[src/rtl/rc4_job_scheduler.sv]
// Round-robin job scheduler sharing one RC4 keystream core among NUM_REQ requesters.
// Optional watchdog in RUN is enabled by defining RC4_SCHED_TIMEOUT_EN.
module rc4_job_scheduler #(
  parameter int NUM_REQ        = 2,
  parameter int NUMS_OF_BYTES  = 4,
  parameter int CLEAR_CYCLES   = 2,
  parameter int TIMEOUT_CYCLES = 2048
) (
  input  logic                            clk,
  input  logic                            rst,
  input  logic [NUM_REQ-1:0]              req,
  input  logic [NUM_REQ*NUMS_OF_BYTES*8-1:0] req_key,
  input  logic [NUM_REQ*8-1:0]            req_key_len,
  output logic [NUM_REQ-1:0]              grant,
  output logic                            busy,
  output logic                            resp_valid,
  input  logic                            resp_ready,
  output logic [$clog2(NUM_REQ)-1:0]      resp_id,
  output logic [NUMS_OF_BYTES*8-1:0]      resp_ckey,
  output logic                            resp_err,
  output logic                            core_rst_n,
  output logic                            core_start,
  output logic [NUMS_OF_BYTES*8-1:0]      core_key,
  output logic [7:0]                      core_key_length,
  input  logic [NUMS_OF_BYTES*8-1:0]      core_ckey,
  input  logic                            core_done
);

  localparam int KW  = NUMS_OF_BYTES * 8;
  localparam int IDW = $clog2(NUM_REQ);
  localparam int CW  = (CLEAR_CYCLES > 1) ? $clog2(CLEAR_CYCLES) : 1;

  typedef enum logic [2:0] {
    S_IDLE  = 3'd0,
    S_GRANT = 3'd1,
    S_CLEAR = 3'd2,
    S_RUN   = 3'd3,
    S_RESP  = 3'd4
  } state_t;

  state_t             r_state;
  logic [IDW-1:0]     r_rr_ptr;
  logic [IDW-1:0]     r_id;
  logic [CW-1:0]      r_cnt;
  logic [NUM_REQ-1:0] r_grant;
  logic               r_busy;
  logic               r_resp_valid;
  logic [IDW-1:0]     r_resp_id;
  logic [KW-1:0]      r_resp_ckey;
  logic               r_resp_err;
  logic               r_core_rst_n;
  logic               r_core_start;
  logic [KW-1:0]      r_core_key;
  logic [7:0]         r_core_len;

  logic               w_found;
  logic [IDW-1:0]     w_win;
  logic [NUM_REQ-1:0] w_onehot;
  logic               w_bad_len;

`ifdef RC4_SCHED_TIMEOUT_EN
  logic [15:0]        r_wdog;
`else
  localparam int unused_timeout = TIMEOUT_CYCLES;
`endif

  // First requester at or after the round-robin pointer, wrapping.
  always_comb begin
    w_found  = 1'b0;
    w_win    = '0;
    w_onehot = '0;
    for (int k = 0; k < NUM_REQ; k++) begin
      if (!w_found && req[(int'(r_rr_ptr) + k) % NUM_REQ]) begin
        w_found = 1'b1;
        w_win   = IDW'((int'(r_rr_ptr) + k) % NUM_REQ);
      end
    end
    w_onehot[w_win] = 1'b1;
  end

  assign w_bad_len = (r_core_len == 8'd0) || (r_core_len > 8'(NUMS_OF_BYTES));

  always_ff @(posedge clk or posedge rst) begin
    if (rst) begin
      r_state      <= S_IDLE;
      r_rr_ptr     <= '0;
      r_id         <= '0;
      r_cnt        <= '0;
      r_grant      <= '0;
      r_busy       <= 1'b0;
      r_resp_valid <= 1'b0;
      r_resp_id    <= '0;
      r_resp_ckey  <= '0;
      r_resp_err   <= 1'b0;
      r_core_rst_n <= 1'b0;
      r_core_start <= 1'b0;
      r_core_key   <= '0;
      r_core_len   <= '0;
`ifdef RC4_SCHED_TIMEOUT_EN
      r_wdog       <= '0;
`endif
    end else begin
      r_grant <= '0;
      case (r_state)
        S_IDLE: begin
          if (w_found) begin
            r_id       <= w_win;
            r_core_key <= req_key[int'(w_win)*KW +: KW];
            r_core_len <= req_key_len[int'(w_win)*8 +: 8];
            r_grant    <= w_onehot;
            r_busy     <= 1'b1;
            r_state    <= S_GRANT;
          end
        end
        S_GRANT: begin
          r_rr_ptr <= (int'(r_id) == NUM_REQ - 1) ? '0 : r_id + 1'b1;
          if (w_bad_len) begin
            r_resp_id    <= r_id;
            r_resp_err   <= 1'b1;
            r_resp_ckey  <= '0;
            r_resp_valid <= 1'b1;
            r_state      <= S_RESP;
          end else begin
            r_cnt   <= CW'(CLEAR_CYCLES - 1);
            r_state <= S_CLEAR;
          end
        end
        S_CLEAR: begin
          if (r_cnt == '0) begin
            r_core_rst_n <= 1'b1;
            r_core_start <= 1'b1;
`ifdef RC4_SCHED_TIMEOUT_EN
            r_wdog       <= '0;
`endif
            r_state      <= S_RUN;
          end else begin
            r_cnt <= r_cnt - 1'b1;
          end
        end
        S_RUN: begin
          if (core_done) begin
            r_resp_ckey  <= core_ckey;
            r_resp_err   <= 1'b0;
            r_resp_id    <= r_id;
            r_resp_valid <= 1'b1;
            r_core_start <= 1'b0;
            r_core_rst_n <= 1'b0;
            r_state      <= S_RESP;
          end
`ifdef RC4_SCHED_TIMEOUT_EN
          else if (r_wdog == 16'(TIMEOUT_CYCLES - 1)) begin
            r_resp_ckey  <= '0;
            r_resp_err   <= 1'b1;
            r_resp_id    <= r_id;
            r_resp_valid <= 1'b1;
            r_core_start <= 1'b0;
            r_core_rst_n <= 1'b0;
            r_state      <= S_RESP;
          end else begin
            r_wdog <= r_wdog + 16'd1;
          end
`endif
        end
        S_RESP: begin
          if (resp_ready) begin
            r_resp_valid <= 1'b0;
            r_busy       <= 1'b0;
            r_state      <= S_IDLE;
          end
        end
        default: r_state <= S_IDLE;
      endcase
    end
  end

  assign grant           = r_grant;
  assign busy            = r_busy;
  assign resp_valid      = r_resp_valid;
  assign resp_id         = r_resp_id;
  assign resp_ckey       = r_resp_ckey;
  assign resp_err        = r_resp_err;
  assign core_rst_n      = r_core_rst_n;
  assign core_start      = r_core_start;
  assign core_key        = r_core_key;
  assign core_key_length = r_core_len;

endmodule

[config.mk]
export PLATFORM = sky130hd
export DESIGN_NAME = rc4_job_scheduler
export DESIGN_NICKNAME = d
export VERILOG_FILES = /design/src/rtl/rc4_job_scheduler.sv
export SDC_FILE = /design/constraint.sdc
export NUM_CORES = 1
export LEC_CHECK = 0
export BUFFER_PORTS_ARGS = -buffer_cell sky130_fd_sc_hd__buf_2
export CAP_MARGIN = 20
export CORE_UTILIZATION = 40
export DETAILED_ROUTE_END_ITERATION = 8
export PLACE_DENSITY = 0.76
export SYNTH_ARGS = -nofsm -noshare
export SYNTH_HDL_FRONTEND = slang
export SYNTH_SLANG_ARGS = --single-unit
[constraint.sdc]
create_clock -name clk -period 2.6 [get_ports clk]
set_clock_uncertainty 0.15 [all_clocks]
set_input_delay 0.26 -clock clk [delete_from_list [all_inputs] [get_ports clk]]
set_output_delay 0.26 -clock clk [all_outputs]
set_load 0.01 [all_outputs]
==> results.yml, run 1 <==
hold_path:
  whs_endpoint: "resp_ckey[17]"
  min_from: "core_ckey[17]"
  min_path_type: "primary input to flip-flop"
  hold_depth: 2
clocking:
  clockBufferDepth: 2
  clock_latency_ns: 0.34
  cts_buffers: 9
  cts_htree_levels: 3
  cts_tree: "yes"
  cts_num_sinks: 85
  cts_root_buf: "clkbuf_8"
  clk_pin_slew_ns: 0.08
die:
  coreArea_mm2: 0.008806
  initial_utilization: 0.4162
  die_area_mm2: 0.009548
  dieHeight_um: 97.72
  rows: 34
  ios: 198
  die_w_um: 97.72
synthesis:
  synth_cells: 312
  synth-async-reset-ratio: 1.000
  synth-warning-count: 0
  ys_ff_latch: 85
  synth_fp_nets: 430
  seq_area_frac_synth: 0.5804
  ys_types: 33
  synth_top_cell_by_area: "dfrtp_1"
  synth_top_area_share: 0.5804
  synth_edf_count: 0
  synth_ff_type: "dfrtp_1"
  netlist_area_mm2: 0.003665
  avgSynthCellArea_um2: 11.75
  synth_area_leaders: "dfrtp_1, mux2i_1, a22o_1"
worst_setup_path:
  r2r_end: "resp_ckey[13]"
  critical_path_class: "flip-flop to flip-flop"
  crit_arrival_ns: 2.05
  r2r_slack_ns: 0.68
  path_max_fanout: 25
  cp-start-kind: "flip-flop"
  cp.required_ns: 2.73
  r2r_cells: 5
  reg2reg_from: "r_state[1]"
  crit_path_end_kind: "flip-flop"
sta:
  period_share: 0.7383
  rsz0062_at_grt: "no"
  final-setup-viol-count: 0
  max_slew_margin: 0.6020
  fin_crit_ns: 1.920
  hold_viol_final: 0
  final.setup.worst_slack_ns: 0.6803
  slew_violations: 0
  max_freq_ghz: 0.5209
  tightest_slew_ns: 0.5970
  setup_tns_ns: 0
  hold_ws_ns: 0.01612
finish:
  num-nets-final: 653
  fill_cells: 727
  syn2layout_area_growth_pct: 42.20
  antenna_cells: 0
  layout_commonest_cell: "buf_2"
  post-route-util: 0.5918
  drive_gt1_frac: 0.4296
  most-common-layout-cells: "buf_2, dfrtp_1, nor2_1, a21oi_1, mux2i_1"
status:
  status: "finished, violations left"
  failed_checks: "DRC"
placement:
  hpwl_mm: 6.226
  port_buffers: 197
  pre_cts_slack_ns: 0.4717
  gp_congestion: 0.8116
power:
  cellPowerDensity_mw_per_mm2: 881.1
  power_frac_comb: 0.370
  irDropWorstVdd_v: 0.0003897
  clkPwrFrac: 0.203
  p_switching_uw: 1685
  p_leak_uw: 0.002764
  p_int_uw: 2907
  swShare: 0.3669
  pwr-share-seq: 0.427
route:
  drt_iter0_markers: 136
  detail_route.wl_per_cell_um: 13.94
  firstDrtPassIters: 7
  antenna_left: 0
  drcViolationCount: 32
  vias_per_cell: 4.971
  vias: 3221
  routed_wl_mm: 9.032
run:
  cap_viol_max_count: 0
grt:
  grt_pass1_wl_mm: 14.88
  grt.total_usage: 0.1950
  grt_pass1_vias: 3132
  grt_max_degree: 86
  antenna_found_initial: 0
  grt-ovfl-total: 0
[kinds of logic (layout without fill, tap and decap cells)]
| family | count (synthesis) | count (layout) | synth area share |
|---|---|---|---|
| AND/OR/NAND/NOR | 65 | 65 | 0.08536 |
| AO/OA/AOI/OAI | 92 | 92 | 0.1687 |
| multiplexers | 41 | 41 | 0.1133 |
| flip-flops | 85 | 85 | 0.5804 |
| buffers and inverters | 29 | 257 | 0.05224 |
[critical path: stages, from the launching register on]
cell	delay [ns]
dfrtp_1	0.64
nor2b_1	0.33
nor2_4	0.06
o21ai_4	0.14
buf_4	0.34
a22o_1	0.20
[metal layers]
layer | GRT usage | wire length [um] | part of all wire
met2 | 0.3393 | 4534 | 0.50
met4 | 0.07459 | 153 | 0.017
met1 | 0.2347 | 3740 | 0.41
met3 | 0.04532 | 604 | 0.067
met5 | 0 | 0 | 0
[sequential cells by signal (all words and copies together) (netlist names), 2 cells and up]
| name | flops |
|---|---|
| core_key | 32 |
| r_state | 3 |
| resp_ckey | 32 |
| core_key_length | 8 |
| grant | 2 |
[how the worst max path moves through the flow]
stage                  startpoint             to  slack (ns)  cells after the start
4_1_cts                r_state[0]  resp_ckey[17]        0.44                      3
3_5_place_dp           r_state[0]  resp_ckey[14]        0.47                      3
3_3_place_gp           r_state[0]  resp_ckey[25]        0.53                      3
5_1_grt        core_key_length[1]  resp_ckey[18]        0.53                      5
2_1_floorplan  core_key_length[1]        resp_id        0.97                      4
6_report               r_state[1]  resp_ckey[13]        0.68                      5
[cell usage after synthesis, drive strengths merged, types with 2 or more instances]
library cell and count:
o21ai 11, or2 2, a21oi 44, buf 24, inv 5, nor2b 2
nand2b 2, nor3 2, a22o 32, nor2 46, mux2i 40, dfrtp 85
nand2 5
[power by group through the flow]
stage / Sequential, uW / Combinational (uW) / Clock (uW)
after floorplan: 2100 / 1020 / 0
after global placement: 1970 / 1640 / 0
after detailed placement: 1980 / 1690 / 0
after CTS: 1960 / 1720 / 970
after global routing: 2020 / 1890 / 1030
final: 1960 / 1700 / 934
[final cells by class]
| class | count | area, um2 | share of cell area |
|---|---|---|---|
| inverter | 5 | 22.52 | 0.004322 |
| sequential | 85 | 2127 | 0.4082 |
| multi-input combinational | 198 | 1348 | 0.2586 |
| clock inverter | 5 | 58.81 | 0.01128 |
| timing repair buffer | 236 | 1379 | 0.2646 |
| clock buffer | 11 | 141.4 | 0.02713 |
| tap | 108 | 135.1 | 0.02593 |
[per-stage QoR]
stage / instances / instance area (um2) / power (uW)
2_1_floorplan: 312 / 3669 / 3119
3_3_place_gp: 599 / 4676 / 3606
3_5_place_dp: 599 / 4676 / 3669
4_1_cts: 647 / 5196 / 4658
5_1_grt: 648 / 5211 / 4931
6_report: 648 / 5211 / 4592
[repair_timing]
item / in CTS / in global routing
resized for setup: 0 / 0
hold endpoints to repair: 117 / 0
endpoints found under the setup margin: 0 / 0
hold buffers: 32 / 0
setup buffers: 0 / 0
No activity file was read; power rests on OpenSTA's default activity.
==> inputs of run 2 (changes only) <==
--- a/config.mk
+++ b/config.mk
@@ -7,9 +7,9 @@
 export LEC_CHECK = 0
 export BUFFER_PORTS_ARGS = -buffer_cell sky130_fd_sc_hd__buf_2
 export CAP_MARGIN = 20
-export CORE_UTILIZATION = 40
+export CORE_UTILIZATION = 45
 export DETAILED_ROUTE_END_ITERATION = 8
-export PLACE_DENSITY = 0.76
+export PLACE_DENSITY = 0.8
 export SYNTH_ARGS = -nofsm -noshare
 export SYNTH_HDL_FRONTEND = slang
 export SYNTH_SLANG_ARGS = --single-unit
==> constraint.sdc (replaced) <==
create_clock -name clk -period 1.9 [get_ports clk]
set_clock_uncertainty 0.15 [all_clocks]
set_input_delay 0.19 -clock clk [delete_from_list [all_inputs] [get_ports clk]]
set_output_delay 0.19 -clock clk [all_outputs]
set_load 0.01 [all_outputs]
==> run 2 against run 1 <==
- the flow now finishes without violations
- via count rose by 10%
- cell count rose by 8.2%
- die area fell by 11%
- non-clock buffer count rose by 59
- count of clock-buffer cells in the layout fell by 2
- total power rose by 40%
- critical path type unchanged
- highest routed layer unchanged
==> results.yml, run 2 (synthesis gave the netlist of run 1 again) <==
placement:
  gp_congestion: 0.8140
  port_buffers: 197
  pre_cts_slack_ns: 0.1409
  hpwl_mm: 6.111
worst_setup_path:
  r2r_cells: 5
  r2r_end: "core_key[18]"
  cp.required_ns: 2.00
  path_max_fanout: 82
  crit_end: "core_key[18]"
  crit_start: "r_state[0]"
  critical_path_class: "flip-flop to flip-flop"
  crit_arrival_ns: 1.88
  crit_path_end_kind: "flip-flop"
  reg2reg_from: "r_state[0]"
  r2r_slack_ns: 0.12
  cp-start-kind: "flip-flop"
sta:
  max_slew_margin: 0.6852
  hold_viol_final: 0
  rsz0062_at_grt: "no"
  period_share: 0.9390
  fin_crit_ns: 1.784
  max_freq_ghz: 0.5605
  hold_ws_ns: 0.01604
  setup_tns_ns: 0
  tightest_slew_ns: 0.4722
  slew_violations: 0
  final.setup.worst_slack_ns: 0.1159
  final-setup-viol-count: 0
hold_path:
  min_path_type: "primary input to flip-flop"
  hold_depth: 3
power:
  p_leak_uw: 0.003016
  power_frac_comb: 0.401
  irDropWorstVdd_v: 0.0006637
  totalPowerFinal_uw: 6430
  pwr-share-seq: 0.418
  clkPwrFrac: 0.181
  cellPowerDensity_mw_per_mm2: 1109
  swShare: 0.3832
  p_switching_uw: 2464
  p_int_uw: 3966
finish:
  antenna_cells: 0
  fill_cells: 523
  post-route-util: 0.7429
  syn2layout_area_growth_pct: 58.28
  most-common-layout-cells: "buf_2, dlygate4sd3_1, dfrtp_1, nor2_1, a21oi_1"
  drive_gt1_frac: 0.3907
  num-nets-final: 712
  layout_commonest_cell: "buf_2"
clocking:
  cts_resized: 0
  clockBufferDepth: 2
  clk_pin_slew_ns: 0.10
  cts_buffers: 9
  cts_htree_levels: 3
  cts_tree: "yes"
  cts_num_sinks: 85
  cts_root_buf: "clkbuf_8"
  clock_latency_ns: 0.34
  cts_setup_buffers: 0
die:
  die_w_um: 92.25
  die_area_mm2: 0.008509
  ios: 198
  initial_utilization: 0.4694
  dieHeight_um: 92.25
  rows: 32
  coreArea_mm2: 0.007807
route:
  vias: 3550
  drcViolationCount: 0
  detail_route.wl_per_cell_um: 15.86
  antenna_left: 0
  routed_wl_mm: 11.12
  drt_iter0_markers: 158
  firstDrtPassIters: 4
  vias_per_cell: 5.064
grt:
  grt_pass1_vias: 3697
  use_met2: 0.4764
  grt-ovfl-total: 0
  met3_usage: 0.06551
  grt.total_usage: 0.2740
  antenna_found_initial: 0
  gr-usage-met1: 0.3317
  top_usage_layer: "met2"
  grt_pass1_wl_mm: 17.92
  grt_max_degree: 86
run:
  cap_viol_max_count: 0
status:
  status: "completed"
-- run 2: changes by cell type in the layout (fill, tap and decap cells not counted), sizes merged --
cell / delta
buf: +1
bufinv: -1
clkbuf: -2
dlygate4sd3: +58
inv: +3
-- run 2: power by group through the flow --
stage,registers (uW),clock network [uW],logic [uW]
2_1_floorplan,2880,0,1390
3_3_place_gp,2670,0,2340
3_5_place_dp,2680,0,2400
4_1_cts,2670,1200,2540
5_1_grt,2750,1280,2850
6_report,2690,1160,2580
-- run 2: cell type report --
cell class / instances / area [um2] / area share
Tap cell: 102 / 127.6 / 0.02200
Sequential cell: 85 / 2127 / 0.3667
Clock buffer: 9 / 123.9 / 0.02135
Timing Repair Buffer: 295 / 1997 / 0.3443
Multi-Input combinational cell: 198 / 1348 / 0.2323
Clock inverter: 7 / 55.05 / 0.009491
Inverter: 5 / 22.52 / 0.003883
-- run 2: critical path: stages (launching register included) --
cell and delay [ns]:
dfrtp_1 0.50, nor2_4 0.19, and3b_2 0.22, buf_12 0.28, nor2_1 0.10, a21oi_1 0.19
-- run 2: metrics by stage --
stage	instance area, um2	cells
2_1_floorplan	3669	312
3_3_place_gp	4721	595
3_5_place_dp	4721	595
4_1_cts	5801	701
5_1_grt	5801	701
6_report	5801	701
-- run 2: timing repair --
item / 4_1_cts / 5_1_grt
setup endpoints to repair: 0 / 0
hold endpoints to repair: 150 / 0
hold buffers: 90 / 0
-- run 2: how the worst min path moves through the flow --
| stage | slack [ns] | endpoint | from |
|---|---|---|---|
| 2_1_floorplan | 0.15 | r_state[2] | resp_ready |
| 3_3_place_gp | 0.20 | core_key[5] | rst |
| 3_5_place_dp | 0.21 | resp_ckey[30] | rst |
| 4_1_cts | 0.0006 | core_key[15] | req_key[15] |
| 5_1_grt | 0.02 | core_key[5] | req_key[5] |
| 6_report | 0.02 | core_key[27] | req_key[59] |
-- run 2: metal layers --
| layer | vias up | part of all wire |
|---|---|---|
| met5 | - | 0 |
| met3 | 15 | 0.082 |
| met2 | 193 | 0.49 |
| met4 | 0 | 0.019 |
| li1 | 1675 | - |
| met1 | 1667 | 0.41 |
==> inputs of run 3 (changes only) <==
==> constraint.sdc (replaced) <==
create_clock -name clk -period 1.9 [get_ports clk]
set_clock_uncertainty 0.15 [all_clocks]
set_input_delay 0.38 -clock clk [delete_from_list [all_inputs] [get_ports clk]]
set_output_delay 0.38 -clock clk [all_outputs]
set_load 0.01 [all_outputs]
==> run 3 against run 2 <==
- the run now ends with hold timing left
- hold slack got worse by 0.028 ns
- sequential power barely moved
- die area did not move
- first-iteration DRC count decreased by 56%
- register-to-register slack improved by 0.05 ns
- critical path depth unchanged
- cell count decreased by 13%
- core utilization fell by 11 points
- critical path type unchanged
==> results.yml, run 3 (synthesis gave the netlist of run 1 again) <==
grt:
  grt_max_degree: 86
  top_usage_layer: "met2"
  grt.total_usage: 0.2114
  use_met2: 0.3451
  met3_usage: 0.05141
  grt_pass1_wl_mm: 13.92
  antenna_found_initial: 0
  grt_pass1_vias: 2831
  grt-ovfl-total: 0
  gr-usage-met1: 0.2757
power:
  pwr-share-seq: 0.435
  clkPwrFrac: 0.186
  swShare: 0.3756
  p_int_uw: 3853
  p_switching_uw: 2317
  p_leak_uw: 0.002648
  cellPowerDensity_mw_per_mm2: 1258
  irDropWorstVdd_v: 0.0005806
  power_frac_comb: 0.379
die:
  coreArea_mm2: 0.007807
  rows: 32
  die_area_mm2: 0.008509
  die_w_um: 92.25
  ios: 198
  dieHeight_um: 92.25
  initial_utilization: 0.4694
sta:
  max_slew_margin: 0.7048
  max_freq_ghz: 0.5777
  fin_crit_ns: 1.731
  hold_ws_ns: -0.01242
  slew_violations: 0
  tightest_slew_ns: 0.4427
  period_share: 0.9111
  rsz0062_at_grt: "no"
  final-setup-viol-count: 0
  hold_viol_final: 19
  setup_tns_ns: 0
clocking:
  cts_setup_buffers: 0
  clock_latency_ns: 0.34
  cts_tree: "yes"
  cts_root_buf: "clkbuf_8"
  clockBufferDepth: 2
  holdBufCountCts: 0
  cts_resized: 0
  clk_pin_slew_ns: 0.08
  cts_num_sinks: 85
  cts_buffers: 9
  cts_htree_levels: 3
finish:
  stdcell_count: 612
  multi_input_area_mm2: 0.001348
  post-route-util: 0.6284
  regArea_mm2: 0.002127
  most-common-layout-cells: "buf_2, dfrtp_1, nor2_1, a21oi_1, mux2i_1"
  antenna_cells: 0
  fill_cells: 666
  layout_commonest_cell: "buf_2"
  drive_gt1_frac: 0.4588
  syn2layout_area_growth_pct: 33.87
  num-nets-final: 623
worst_setup_path:
  cp.required_ns: 1.98
  r2r_slack_ns: 0.17
  slowest_stage: "dfrtp_1"
  path_max_fanout: 25
  r2r_end: "resp_ckey[24]"
  cp_cell_sequence: "or3_1 > nand4_2 > o21ai_4 > buf_4 > a22o_2"
  crit_path_end_kind: "flip-flop"
  crit_arrival_ns: 1.81
  critical_path_class: "flip-flop to flip-flop"
  r2r_cells: 5
  cp-start-kind: "flip-flop"
  cp_slowest_stage_delay_ns: 0.40
  reg2reg_from: "core_key_length[1]"
hold_path:
  min_path_type: "primary input to asynchronous set/reset pin"
status:
  status: "finished, violations left"
  failed_checks: "hold timing"
route:
  antenna_left: 0
  vias: 3067
  firstDrtPassIters: 4
  routed_wl_mm: 8.509
  drt_iter0_markers: 69
  detail_route.wl_per_cell_um: 13.90
  vias_per_cell: 5.011
  drcViolationCount: 0
run:
  cap_viol_max_count: 0
placement:
  place_inst: 596
  port_buffers: 197
  hpwl_mm: 6.183
  gp_congestion: 0.8304
run 3: cell types whose count changed in the layout (fill, tap and decap cells not counted), sizes merged:
cell         before  now
clkbuf            9   11
buf             205  206
clkinv            1    5
clkinvlp          3    1
dlygate4sd3      90    0
inv               8    4
run 3: metrics by stage:
stage / cell area (um2) / total power [uW] / worst slack (ns)
2_1_floorplan: 3669 / 4269 / 0.2739
3_3_place_gp: 4728 / 4995 / 0.2139
3_5_place_dp: 4728 / 5085 / 0.1692
4_1_cts: 4906 / 6242 / 0.1530
5_1_grt: 4906 / 6669 / 0.08302
6_report: 4906 / 6170 / 0.1690
run 3: area by class of cell:
| type | count | area share |
|---|---|---|
| repair buffers | 206 | 0.2249 |
| flip-flops and latches | 85 | 0.4336 |
| clock buffers | 11 | 0.02882 |
| well taps | 102 | 0.02601 |
| clock inverters | 5 | 0.007396 |
| multi-input cells | 198 | 0.2747 |
| inverters | 5 | 0.004591 |
run 3: power groups by stage:
| stage | Sequential (uW) | Clock [uW] | Combinational, uW |
|---|---|---|---|
| 3_3_place_gp | 2680 | 0 | 2310 |
| 5_1_grt | 2760 | 1280 | 2620 |
| 3_5_place_dp | 2700 | 0 | 2390 |
| 2_1_floorplan | 2880 | 0 | 1390 |
| 6_report | 2680 | 1150 | 2340 |
| 4_1_cts | 2680 | 1180 | 2370 |
run 3: worst max-delay path by stage:
stage | slack, ns | from | endpoint | cells after the start
final | 0.17 | core_key_length[1] | resp_ckey[24] | 5
after global routing | 0.08 | r_state[0] | resp_ckey[24] | 5
after CTS | 0.15 | core_key_length[1] | resp_ckey[24] | 5
after detailed placement | 0.17 | core_key_length[1] | resp_ckey[24] | 5
after global placement | 0.21 | core_key_length[1] | resp_ckey[24] | 5
after floorplan | 0.27 | core_key_length[1] | resp_id | 4
run 3: routing by layer:
layer	vias to the layer above	wire length [um]	part of all wire
met5	-	0	0
met4	0	80	0.0094
met3	7	693	0.081
met2	150	4015	0.47
met1	1409	3719	0.44
li1	1501	-	-
run 3: worst max-delay path: cells and delay by family, from the launching register on:
kind | cells | cell delay, ns
simple gates | 2 | 0.53
flops | 1 | 0.40
buf+inv | 1 | 0.23
compound gates | 2 | 0.30
